**src/rtl/bno085_pkg.sv**
```systemverilog
// Shared constants and types for the BNO085 SHTP report parser.
package bno085_pkg;

    localparam int unsigned SHTP_HDR_LEN = 4;
    localparam logic [7:0]  TIMEBASE_ID  = 8'hFB;
    localparam int unsigned TIMEBASE_LEN = 5;

    localparam logic [7:0]  SENSOR_CHANNEL_DEF  = 8'd3;
    localparam logic [7:0]  QUAT_REPORT_ID_DEF  = 8'h05;
    localparam int unsigned QUAT_REPORT_LEN_DEF = 14;
    localparam logic [7:0]  GYRO_REPORT_ID_DEF  = 8'h02;
    localparam int unsigned GYRO_REPORT_LEN_DEF = 10;
    localparam logic [23:0] STALE_CYCLES_DEF    = 24'd6_000_000;

    typedef enum logic [2:0] {
        ST_IDLE,
        ST_HDR,
        ST_RPT_ID,
        ST_TBASE,
        ST_BODY,
        ST_SKIP
    } parser_state_t;

    // Value fields start at report byte 4, two bytes each (lsb first).
    function automatic logic [1:0] field_sel(input logic [3:0] idx);
        logic [3:0] off;
        off = idx - 4'd4;
        return off[2:1];
    endfunction

endpackage

```
**src/rtl/bno085_stale_timer.sv**
```systemverilog
// Freshness tracker: valid stays high for STALE_CYCLES clocks after each load.
module bno085_stale_timer
    import bno085_pkg::*;
#(
    parameter logic [23:0] STALE_CYCLES = STALE_CYCLES_DEF
) (
    input  logic clk,
    input  logic rst,
    input  logic load_i,
    output logic valid_o
);

    logic [23:0] cnt_q;
    logic        seen_q;

    always_ff @(posedge clk) begin
        if (rst) begin
            cnt_q  <= '0;
            seen_q <= 1'b0;
        end else if (load_i) begin
            cnt_q  <= STALE_CYCLES;
            seen_q <= 1'b1;
        end else if (cnt_q != '0) begin
            cnt_q <= cnt_q - 24'd1;
        end
    end

    // A zero timeout disables expiry: valid latches on the first load.
    assign valid_o = (STALE_CYCLES == '0) ? seen_q : (cnt_q != '0);

endmodule

```
**src/rtl/bno085_report_parser.sv**
```systemverilog
// Parses SHTP packets into atomically committed quaternion and gyro samples.
module bno085_report_parser
    import bno085_pkg::*;
#(
    parameter logic [7:0]  SENSOR_CHANNEL  = SENSOR_CHANNEL_DEF,
    parameter logic [7:0]  QUAT_REPORT_ID  = QUAT_REPORT_ID_DEF,
    parameter int unsigned QUAT_REPORT_LEN = QUAT_REPORT_LEN_DEF,
    parameter logic [7:0]  GYRO_REPORT_ID  = GYRO_REPORT_ID_DEF,
    parameter int unsigned GYRO_REPORT_LEN = GYRO_REPORT_LEN_DEF,
    parameter logic [23:0] STALE_CYCLES    = STALE_CYCLES_DEF
) (
    input  logic        clk,
    input  logic        rst,
    input  logic        frame_start,
    input  logic        byte_valid,
    input  logic [7:0]  byte_data,
    output logic        quat_valid,
    output logic [15:0] quat_w,
    output logic [15:0] quat_x,
    output logic [15:0] quat_y,
    output logic [15:0] quat_z,
    output logic        gyro_valid,
    output logic [15:0] gyro_x,
    output logic [15:0] gyro_y,
    output logic [15:0] gyro_z,
    output logic        quat_update,
    output logic        gyro_update,
    output logic        parse_err
);

    localparam logic [3:0] QLEN = 4'(QUAT_REPORT_LEN);
    localparam logic [3:0] GLEN = 4'(GYRO_REPORT_LEN);
    localparam logic [3:0] TLEN = 4'(TIMEBASE_LEN);

    parser_state_t state_q;
    logic [1:0]    hdr_cnt_q;
    logic [7:0]    len_lo_q;
    logic [7:0]    len_hi_q;
    logic [7:0]    chan_q;
    logic [14:0]   rem_q;
    logic [3:0]    idx_q;
    logic [3:0]    rpt_len_q;
    logic          quat_sel_q;

    logic [3:0][15:0] sh_q;
    logic [3:0][15:0] sh_d;

    logic [15:0] quat_w_q, quat_x_q, quat_y_q, quat_z_q;
    logic [15:0] gyro_x_q, gyro_y_q, gyro_z_q;
    logic        quat_update_q, gyro_update_q, parse_err_q;

    logic [14:0] pkt_len;
    logic        hdr_accept;
    logic        accept;
    logic        rpt_last;
    logic        pay_last;
    logic        quat_commit;
    logic        gyro_commit;
    logic        id_is_quat;
    logic        id_is_gyro;
    logic        id_is_tbase;

    assign pkt_len    = {len_hi_q[6:0], len_lo_q};
    assign hdr_accept = !len_hi_q[7] && (pkt_len > 15'(SHTP_HDR_LEN))
                        && (chan_q == SENSOR_CHANNEL);
    assign accept     = byte_valid && !frame_start;
    assign rpt_last   = (idx_q == rpt_len_q - 4'd1);
    assign pay_last   = (rem_q == 15'd1);
    assign id_is_quat  = (byte_data == QUAT_REPORT_ID);
    assign id_is_gyro  = (byte_data == GYRO_REPORT_ID);
    assign id_is_tbase = (byte_data == TIMEBASE_ID);

    // Commit uses the in-flight last byte so outputs appear the following cycle.
    assign quat_commit = accept && (state_q == ST_BODY) && rpt_last && quat_sel_q;
    assign gyro_commit = accept && (state_q == ST_BODY) && rpt_last && !quat_sel_q;

    always_comb begin
        sh_d = sh_q;
        if (accept && (state_q == ST_BODY) && (idx_q >= 4'd4) && (idx_q <= 4'd11)) begin
            if (idx_q[0]) begin
                sh_d[field_sel(idx_q)][15:8] = byte_data;
            end else begin
                sh_d[field_sel(idx_q)][7:0] = byte_data;
            end
        end
    end

    always_ff @(posedge clk) begin
        if (rst) begin
            state_q       <= ST_IDLE;
            hdr_cnt_q     <= '0;
            len_lo_q      <= '0;
            len_hi_q      <= '0;
            chan_q        <= '0;
            rem_q         <= '0;
            idx_q         <= '0;
            rpt_len_q     <= '0;
            quat_sel_q    <= 1'b0;
            sh_q          <= '0;
            quat_w_q      <= '0;
            quat_x_q      <= '0;
            quat_y_q      <= '0;
            quat_z_q      <= '0;
            gyro_x_q      <= '0;
            gyro_y_q      <= '0;
            gyro_z_q      <= '0;
            quat_update_q <= 1'b0;
            gyro_update_q <= 1'b0;
            parse_err_q   <= 1'b0;
        end else begin
            quat_update_q <= 1'b0;
            gyro_update_q <= 1'b0;
            parse_err_q   <= 1'b0;
            sh_q          <= sh_d;

            if (frame_start) begin
                parse_err_q <= (state_q == ST_BODY);
                state_q     <= ST_HDR;
                hdr_cnt_q   <= byte_valid ? 2'd1 : 2'd0;
                if (byte_valid) begin
                    len_lo_q <= byte_data;
                end
            end else if (byte_valid) begin
                case (state_q)
                    ST_HDR: begin
                        hdr_cnt_q <= hdr_cnt_q + 2'd1;
                        case (hdr_cnt_q)
                            2'd0: len_lo_q <= byte_data;
                            2'd1: len_hi_q <= byte_data;
                            2'd2: chan_q   <= byte_data;
                            default: begin
                                rem_q   <= pkt_len - 15'(SHTP_HDR_LEN);
                                state_q <= hdr_accept ? ST_RPT_ID : ST_IDLE;
                            end
                        endcase
                    end

                    ST_RPT_ID: begin
                        rem_q      <= rem_q - 15'd1;
                        idx_q      <= 4'd1;
                        sh_q       <= '0;
                        quat_sel_q <= id_is_quat;
                        rpt_len_q  <= id_is_tbase ? TLEN : (id_is_quat ? QLEN : GLEN);
                        if (id_is_tbase || id_is_quat || id_is_gyro) begin
                            if (pay_last) begin
                                parse_err_q <= 1'b1;
                                state_q     <= ST_IDLE;
                            end else begin
                                state_q <= id_is_tbase ? ST_TBASE : ST_BODY;
                            end
                        end else begin
                            state_q <= pay_last ? ST_IDLE : ST_SKIP;
                        end
                    end

                    ST_TBASE, ST_BODY: begin
                        rem_q <= rem_q - 15'd1;
                        idx_q <= idx_q + 4'd1;
                        if (rpt_last) begin
                            state_q <= pay_last ? ST_IDLE : ST_RPT_ID;
                        end else if (pay_last) begin
                            parse_err_q <= 1'b1;
                            state_q     <= ST_IDLE;
                        end
                        if (quat_commit) begin
                            quat_x_q      <= sh_d[0];
                            quat_y_q      <= sh_d[1];
                            quat_z_q      <= sh_d[2];
                            quat_w_q      <= sh_d[3];
                            quat_update_q <= 1'b1;
                        end
                        if (gyro_commit) begin
                            gyro_x_q      <= sh_d[0];
                            gyro_y_q      <= sh_d[1];
                            gyro_z_q      <= sh_d[2];
                            gyro_update_q <= 1'b1;
                        end
                    end

                    ST_SKIP: begin
                        rem_q <= rem_q - 15'd1;
                        if (pay_last) begin
                            state_q <= ST_IDLE;
                        end
                    end

                    default: state_q <= ST_IDLE;
                endcase
            end
        end
    end

    bno085_stale_timer #(.STALE_CYCLES(STALE_CYCLES)) u_quat_stale (
        .clk     (clk),
        .rst     (rst),
        .load_i  (quat_commit),
        .valid_o (quat_valid)
    );

    bno085_stale_timer #(.STALE_CYCLES(STALE_CYCLES)) u_gyro_stale (
        .clk     (clk),
        .rst     (rst),
        .load_i  (gyro_commit),
        .valid_o (gyro_valid)
    );

    assign quat_w      = quat_w_q;
    assign quat_x      = quat_x_q;
    assign quat_y      = quat_y_q;
    assign quat_z      = quat_z_q;
    assign gyro_x      = gyro_x_q;
    assign gyro_y      = gyro_y_q;
    assign gyro_z      = gyro_z_q;
    assign quat_update = quat_update_q;
    assign gyro_update = gyro_update_q;
    assign parse_err   = parse_err_q;

endmodule
```
**config.mk**
```make
export PLATFORM = sky130hd
export DESIGN_NAME = bno085_report_parser
export DESIGN_NICKNAME = d
export VERILOG_FILES = /design/src/rtl/bno085_pkg.sv /design/src/rtl/bno085_stale_timer.sv /design/src/rtl/bno085_report_parser.sv
export SDC_FILE = /design/constraint.sdc
export NUM_CORES = 1
export LEC_CHECK = 0
export BUFFER_PORTS_ARGS = -buffer_cell sky130_fd_sc_hd__clkbuf_2
export CAP_MARGIN = 20
export CELL_PAD_IN_SITES_DETAIL_PLACEMENT = 1
export CELL_PAD_IN_SITES_GLOBAL_PLACEMENT = 2
export CORE_MARGIN = 4
export CORE_UTILIZATION = 37
export CTS_CLUSTER_SIZE = 28
export DETAILED_ROUTE_END_ITERATION = 10
export GPL_ROUTABILITY_DRIVEN = 0
export PLACE_DENSITY_LB_ADDON = 0.1
export SLEW_MARGIN = 30
export SYNTH_ARGS = -nofsm -noshare
export SYNTH_HDL_FRONTEND = slang
export SYNTH_SLANG_ARGS = --single-unit
```
**constraint.sdc**
```tcl
create_clock -name clk -period 7.23 [get_ports clk]
set_clock_uncertainty 0.1 [all_clocks]
set_input_delay 1.0845 -clock clk [delete_from_list [all_inputs] [get_ports clk]]
set_output_delay 1.0845 -clock clk [all_outputs]
set_load 0.005 [all_outputs]
```
; Word-level counts from Yosys, hierarchy flattened
; Index checks and enable logic that the tools add are counted.
; Widths: inputs -> output; s select.
[word_totals]
register_bits = 280
output_inout_bits = 117
input_bits = 12
[op_classes]
reduce_logical = 43
bitwise_logic = 3
n_eq_ne = 15
muxes = 49
n_addsub = 8
magnitude_cmp = 5
[op_table]
columns = operator, count
row1 = $mux 64, 5
row2 = $bwmux 64, 2
row3 = $mux 23, 4
row4 = $demux 16 s2, 2
row5 = $mux 8, 6
row6 = $reduce_bool 24->1, 2
row7 = $sub 24x1->24 const B, 2
row8 = $pmux 15 s2, 1
row9 = $mux 3, 8
row10 = $reduce_and 4->1, 5
row11 = $eq 8x2->1 const B, 2
row12 = $mux 16, 1
row13 = $eq 15x1->1 const B, 1
row14 = $gt 15x3->1 const B, 1
row15 = $mux 15, 1
row16 = $sub 15x1->15 const B, 1
row17 = $sub 15x3->15 const B, 1
row18 = $reduce_bool 2->1, 7
row19 = $pmux 3 s4, 1
row20 = $logic_and 1x1->1, 10
row21 = $mux 1, 10
row22 = $mux 2, 5
row23 = $reduce_and 3->1, 3
row24 = $eq 8x3->1 const B, 1
row25 = other kinds (28), 41

; Depth between registers and ports, before layout
[depth]
word_depth = 11
mapped_depth = 9
depth_no_buf = 7

; Cells and area by module
; Synthesis repeated with hierarchy kept, for this count alone.
[hier_totals]
cells_unflattened = 1336
hier_area_um2 = 11980.2
[by_module_without_submodules]
columns = module, cells_each, n_inst, area_per_inst_um2
row1 = bno085_report_parser, 1062, 1, 9490.4
row2 = bno085_stale_timer (u_gyro_stale), 135, 1, 1251.2
row3 = bno085_stale_timer (u_quat_stale), 139, 1, 1238.7

; Least setup slack after synthesis
; Ideal clock, no wire load.
[synth_path]
path_type = input port to flip-flop
from = input byte_valid
to = register gyro_x_q[10], in the netlist gyro_x[10]
setup_ns = 0.138
arrival_time_ns = 2.889
path_buffers = 3
required_ns = 6.992
stages = 7
setup_slack_ns = 4.103
cell_sequence = clkbuf_1 -> nor2b_1 -> nand2_1 -> a2111oi_2 -> buf_2 -> buf_1 -> a211oi_1
[synth_via]
elab_chain_len = 5
word_cells_on_any_way = 8
[synth_rtl]
columns = element, line
row1 = "start, declared", bno085_report_parser.sv:15  ; input logic byte_valid,
row2 = $logic_and 1x1->1, bno085_report_parser.sv:66  ; assign accept = byte_valid && !frame_start;
row3 = $logic_and 1x1->1, "bno085_report_parser.sv:75, bno085_report_parser.sv:79"
row4 = $logic_and 1x1->1 (on tied branches) (2 in a row), "bno085_report_parser.sv:75, bno085_report_parser.sv:79"
row5 = $reduce_and 4->1 (no source line) or $mux 64 (tied branches), --
row6 = "end signal, assigned", bno085_report_parser.sv:173  ; gyro_x_q <= sh_d[0];
row7 = "end, declared", bno085_report_parser.sv:49  ; logic [15:0] gyro_x_q, gyro_y_q, gyro_z_q;
; Parallel ways exist; a longest one is shown, timed or not.
; A chain may end at the register's enable or synchronous reset.

; Final worst setup path
[layout_path]
from = register u_quat_stale.cnt_q[8]
to = output quat_valid
[layout_via]
elab_chain_len = 1
[layout_rtl]
columns = element, line
row1 = "start, declared", bno085_stale_timer.sv:13  ; logic [23:0] cnt_q;
row2 = "start signal, assigned", bno085_stale_timer.sv:24  ; cnt_q <= cnt_q - 24'd1;
row3 = $reduce_bool 24->1, bno085_stale_timer.sv:29  ; assign valid_o = (STALE_CYCLES == '0) ? seen_q : (cnt_q != '0);
row4 = "end, declared", bno085_report_parser.sv:17  ; output logic quat_valid,
; Every way passes these cells.

==> flow_summary.json <==
{
  "status": "finished, final reports clean",
  "grt_pass1_wl_um": 53690,
  "setup_viol": 0,
  "max_freq_mhz": 255.2,
  "grt_setup_unrepaired": "no",
  "regToRegSetupSlack_ps": 3570,
  "critPathMaxStageDelay_ps": 690,
  "track_usage_pct": 19.06,
  "path_class": "reg2out",
  "synth_edf_count": 0,
  "syn_avg_cell_area_sq_um": 8.933,
  "clockRootBuffer": "clkbuf_16",
  "synth_top_flop_cell": "dfxtp_1",
  "routedWlPerCell_um": 18.30,
  "synth_most_common_cell": "dfxtp_1",
  "insertion_delay_ps": 550,
  "start_util_pct": 37.66,
  "cts_resized": 0,
  "cp_top_family": "simple AND/OR/NAND/NOR gates",
  "die_area_sq_um": 34110,
  "port_buffers": 128,
  "synth-seq-cells": 279,
  "slowest_stage": "or4_1",
  "cts_buffers": 31,
  "synth_cell_type_count": 59,
  "seq_area_frac_synth_pct": 48.36,
  "cp-endpoint": "quat_valid",
  "drv_slew": 0,
  "post-route-min-period_ps": 3918,
  "synth_top_area_cell": "dfxtp_1",
  "rr_worst_depth": 7,
  "tightest_slew_ps": 969.7,
  "antenna_found_initial": 0,
  "worstHoldPathType": "reg2reg",
  "firstDrtPassIters": 4,
  "cp_data_arrival_time_ps": 2730,
  "hpwl_um": 21590,
  "nNetsFinal": 1400,
  "cts_tree": "done",
  "dp_slack_ps": 3146,
  "routed_wl_um": 32820,
  "ctsHoldBuffers": 0,
  "leakagePower_nw": 5.173,
  "grt_pass1_vias": 9954,
  "hold_violations": 0,
  "clockBufferDepth": 3,
  "cts_max_level": 1,
  "via_per_inst": 5.406,
  "core-area_sq_um": 30670,
  "critPathRequiredTime_ps": 6050,
  "diodes": 0,
  "cp-end-kind": "primary output",
  "clk_pin_slew_ps": 60,
  "ys_top_cells_by_count": "dfxtp_1, nor2_1, a211oi_1",
  "powerDensity_nw_per_um2": 326.0,
  "ys_top_cells_by_area": "dfxtp_1, nor2_1, a211oi_1, mux2i_1, a21oi_1",
  "maxCapViolations": 0,
  "startpoint_type": "flip-flop",
  "async_reset_ff_share_pct": 0,
  "drc": 0,
  "path_cells": "or4_1 > nor2_1 > nand4b_1 > clkbuf_2",
  "r2r-start": "state_q[2]$_SDFFE_PP0P_",
  "vias": 9699,
  "timing.final.crit_share_pct": 54.19,
  "setup_slack_ps": 3312,
  "area_growth_syn_to_layout_pct": 17.19,
  "antenna_left": 0,
  "grt_overflow_total": 0,
  "post_cts_buffers": 0,
  "worstReg2RegEnd": "quat_z[13]$_SDFFE_PP0P_",
  "grt_max_degree": 86,
  "fp.dieW_um": 184.7,
  "path_max_fanout": 11,
  "cts_sinks": 279,
  "final_cell_count_no_fill": 1794,
  "drt_iter0_drc": 360,
  "worst-path-stages": 4,
  "syn-cell-area_sq_um": 11550,
  "maxSlewHeadroom_pct": 35.03,
  "synth_fp_nets": 1319,
  "syn_inst": 1293,
  "synth_top_area_share_pct": 48.36,
  "pin_count": 129,
  "critPathLaunch": "u_quat_stale.cnt_q[8]$_SDFFE_PP0P_",
  "yosys_warnings": 0,
  "fp-row-count": 64,
  "cp_num_buf_inv": 1,
  "drive_gt1_share_pct": 15.45,
  "die_y_um": 184.7,
  "dp_cells": 1737,
  "max-vdd-ir-drop_mv": 0.1532,
  "fin_tns_setup_ps": 0
}
layout by cell type, fill, tap and decap left out, types with 4 or more instances in the layout:
cell type / n
xnor2_1: 21
a22oi_1: 5
or3_1: 14
a31oi_1: 14
nand4b_1: 9
o22ai_1: 4
a21oi_1: 57
nand2_1: 52
xor2_1: 15
clkbuf_8: 8
nor3_1: 20
mux2i_1: 75
clkinv_2: 7
o21ai_0: 34
nor2b_1: 8
nand2b_1: 13
ha_1: 14
dfxtp_1: 279
nor4_1: 21
or2_2: 6
nand3_1: 33
buf_4: 15
or3b_2: 5
nand3b_1: 5
nand4_1: 15
a211oi_1: 122
inv_1: 21
clkbuf_1: 5
clkbuf_2: 127
or4_1: 20
clkbuf_16: 31
nor2_1: 252
o31ai_1: 9
state kept, by name, summed over array words and instances, names as in the netlist:
| signal | cells |
|---|---|
| gyro_x | 16 |
| len_lo_q | 8 |
| u_gyro_stale.cnt_q | 24 |
| parse_err | 1 |
| gyro_y | 16 |
| quat_update | 1 |
| gyro_z | 16 |
| quat_x | 16 |
| chan_q | 8 |
| sh_q | 64 |
| gyro_update | 1 |
| idx_q | 4 |
| rpt_len_q | 3 |
| quat_z | 16 |
| rem_q | 15 |
| quat_y | 16 |
| quat_sel_q | 1 |
| quat_w | 16 |
| len_hi_q | 8 |
| u_quat_stale.cnt_q | 24 |
| hdr_cnt_q | 2 |
| state_q | 3 |
final cells by class:
class,count,area [sq um]
Clock buffer,44,904.6
Clock inverter,13,150.1
Fill cell,3574,17130
Inverter,21,78.83
Multi-Input combinational cell,898,5562
Sequential cell,279,5585
Tap cell,396,495.5
Timing Repair Buffer,143,759.5
per-stage QoR:
step	hold WS [ps]	instance area, sq um	util (%)	total power [mW]
finish	354.6	13540	44.13	4.412
global route	376.9	13540	44.13	4.700
CTS	357.4	13520	44.09	4.470
detailed placement	348.1	12470	40.65	2.827
global placement	340.4	12470	40.65	2.812
floorplan	331.3	11550	-	2.583
routing by layer:
| layer | vias to the layer above | share of wire, % | track usage, % |
|---|---|---|---|
| met5 | - | 0 | 0 |
| met4 | 0 | 1.6 | 3.582 |
| met3 | 41 | 4.5 | 3.769 |
| met2 | 136 | 47 | 32.14 |
| met1 | 4731 | 47 | 25.72 |
| li1 | 4791 | - | - |
report_power, final:
part,switching [mW],internal (mW)
clock network,0.645,0.973
logic,0.623,0.396
registers,0.119,1.66
worst min-delay path by stage:
stage	from	to	slack, ps	cells after the start
after floorplan	chan_q[4]$_SDFFE_PP0P_	chan_q[4]$_SDFFE_PP0P_	330	2
after global placement	chan_q[4]$_SDFFE_PP0P_	chan_q[4]$_SDFFE_PP0P_	340	2
after detailed placement	chan_q[2]$_SDFFE_PP0P_	chan_q[2]$_SDFFE_PP0P_	350	2
after CTS	chan_q[2]$_SDFFE_PP0P_	chan_q[2]$_SDFFE_PP0P_	360	2
after global routing	chan_q[4]$_SDFFE_PP0P_	chan_q[4]$_SDFFE_PP0P_	380	2
final	chan_q[7]$_SDFFE_PP0P_	chan_q[7]$_SDFFE_PP0P_	350	2
logic make-up (layout without fill, tap and decap cells):
group | after synthesis | in the layout | share of synthesized area [%]
AND/OR/NAND/NOR | 493 | 493 | 20.40
flip-flops | 279 | 279 | 48.36
AO/OA/AOI/OAI | 277 | 277 | 16.20
buffers and inverters | 116 | 221 | 3.932
multiplexers | 76 | 76 | 6.597
XOR/XNOR | 38 | 38 | 3.001
adder cells (fa/ha/maj) | 14 | 14 | 1.517
tightest hold or removal path: cells and delay by family (launching register included):
| family | cells | cell delay, ps |
|---|---|---|
| flip-flops | 1 | 310 |
| AO/OA/AOI/OAI | 1 | 50 |
| AND/OR/NAND/NOR | 1 | 50 |
Power figures use the tool's default switching activity.
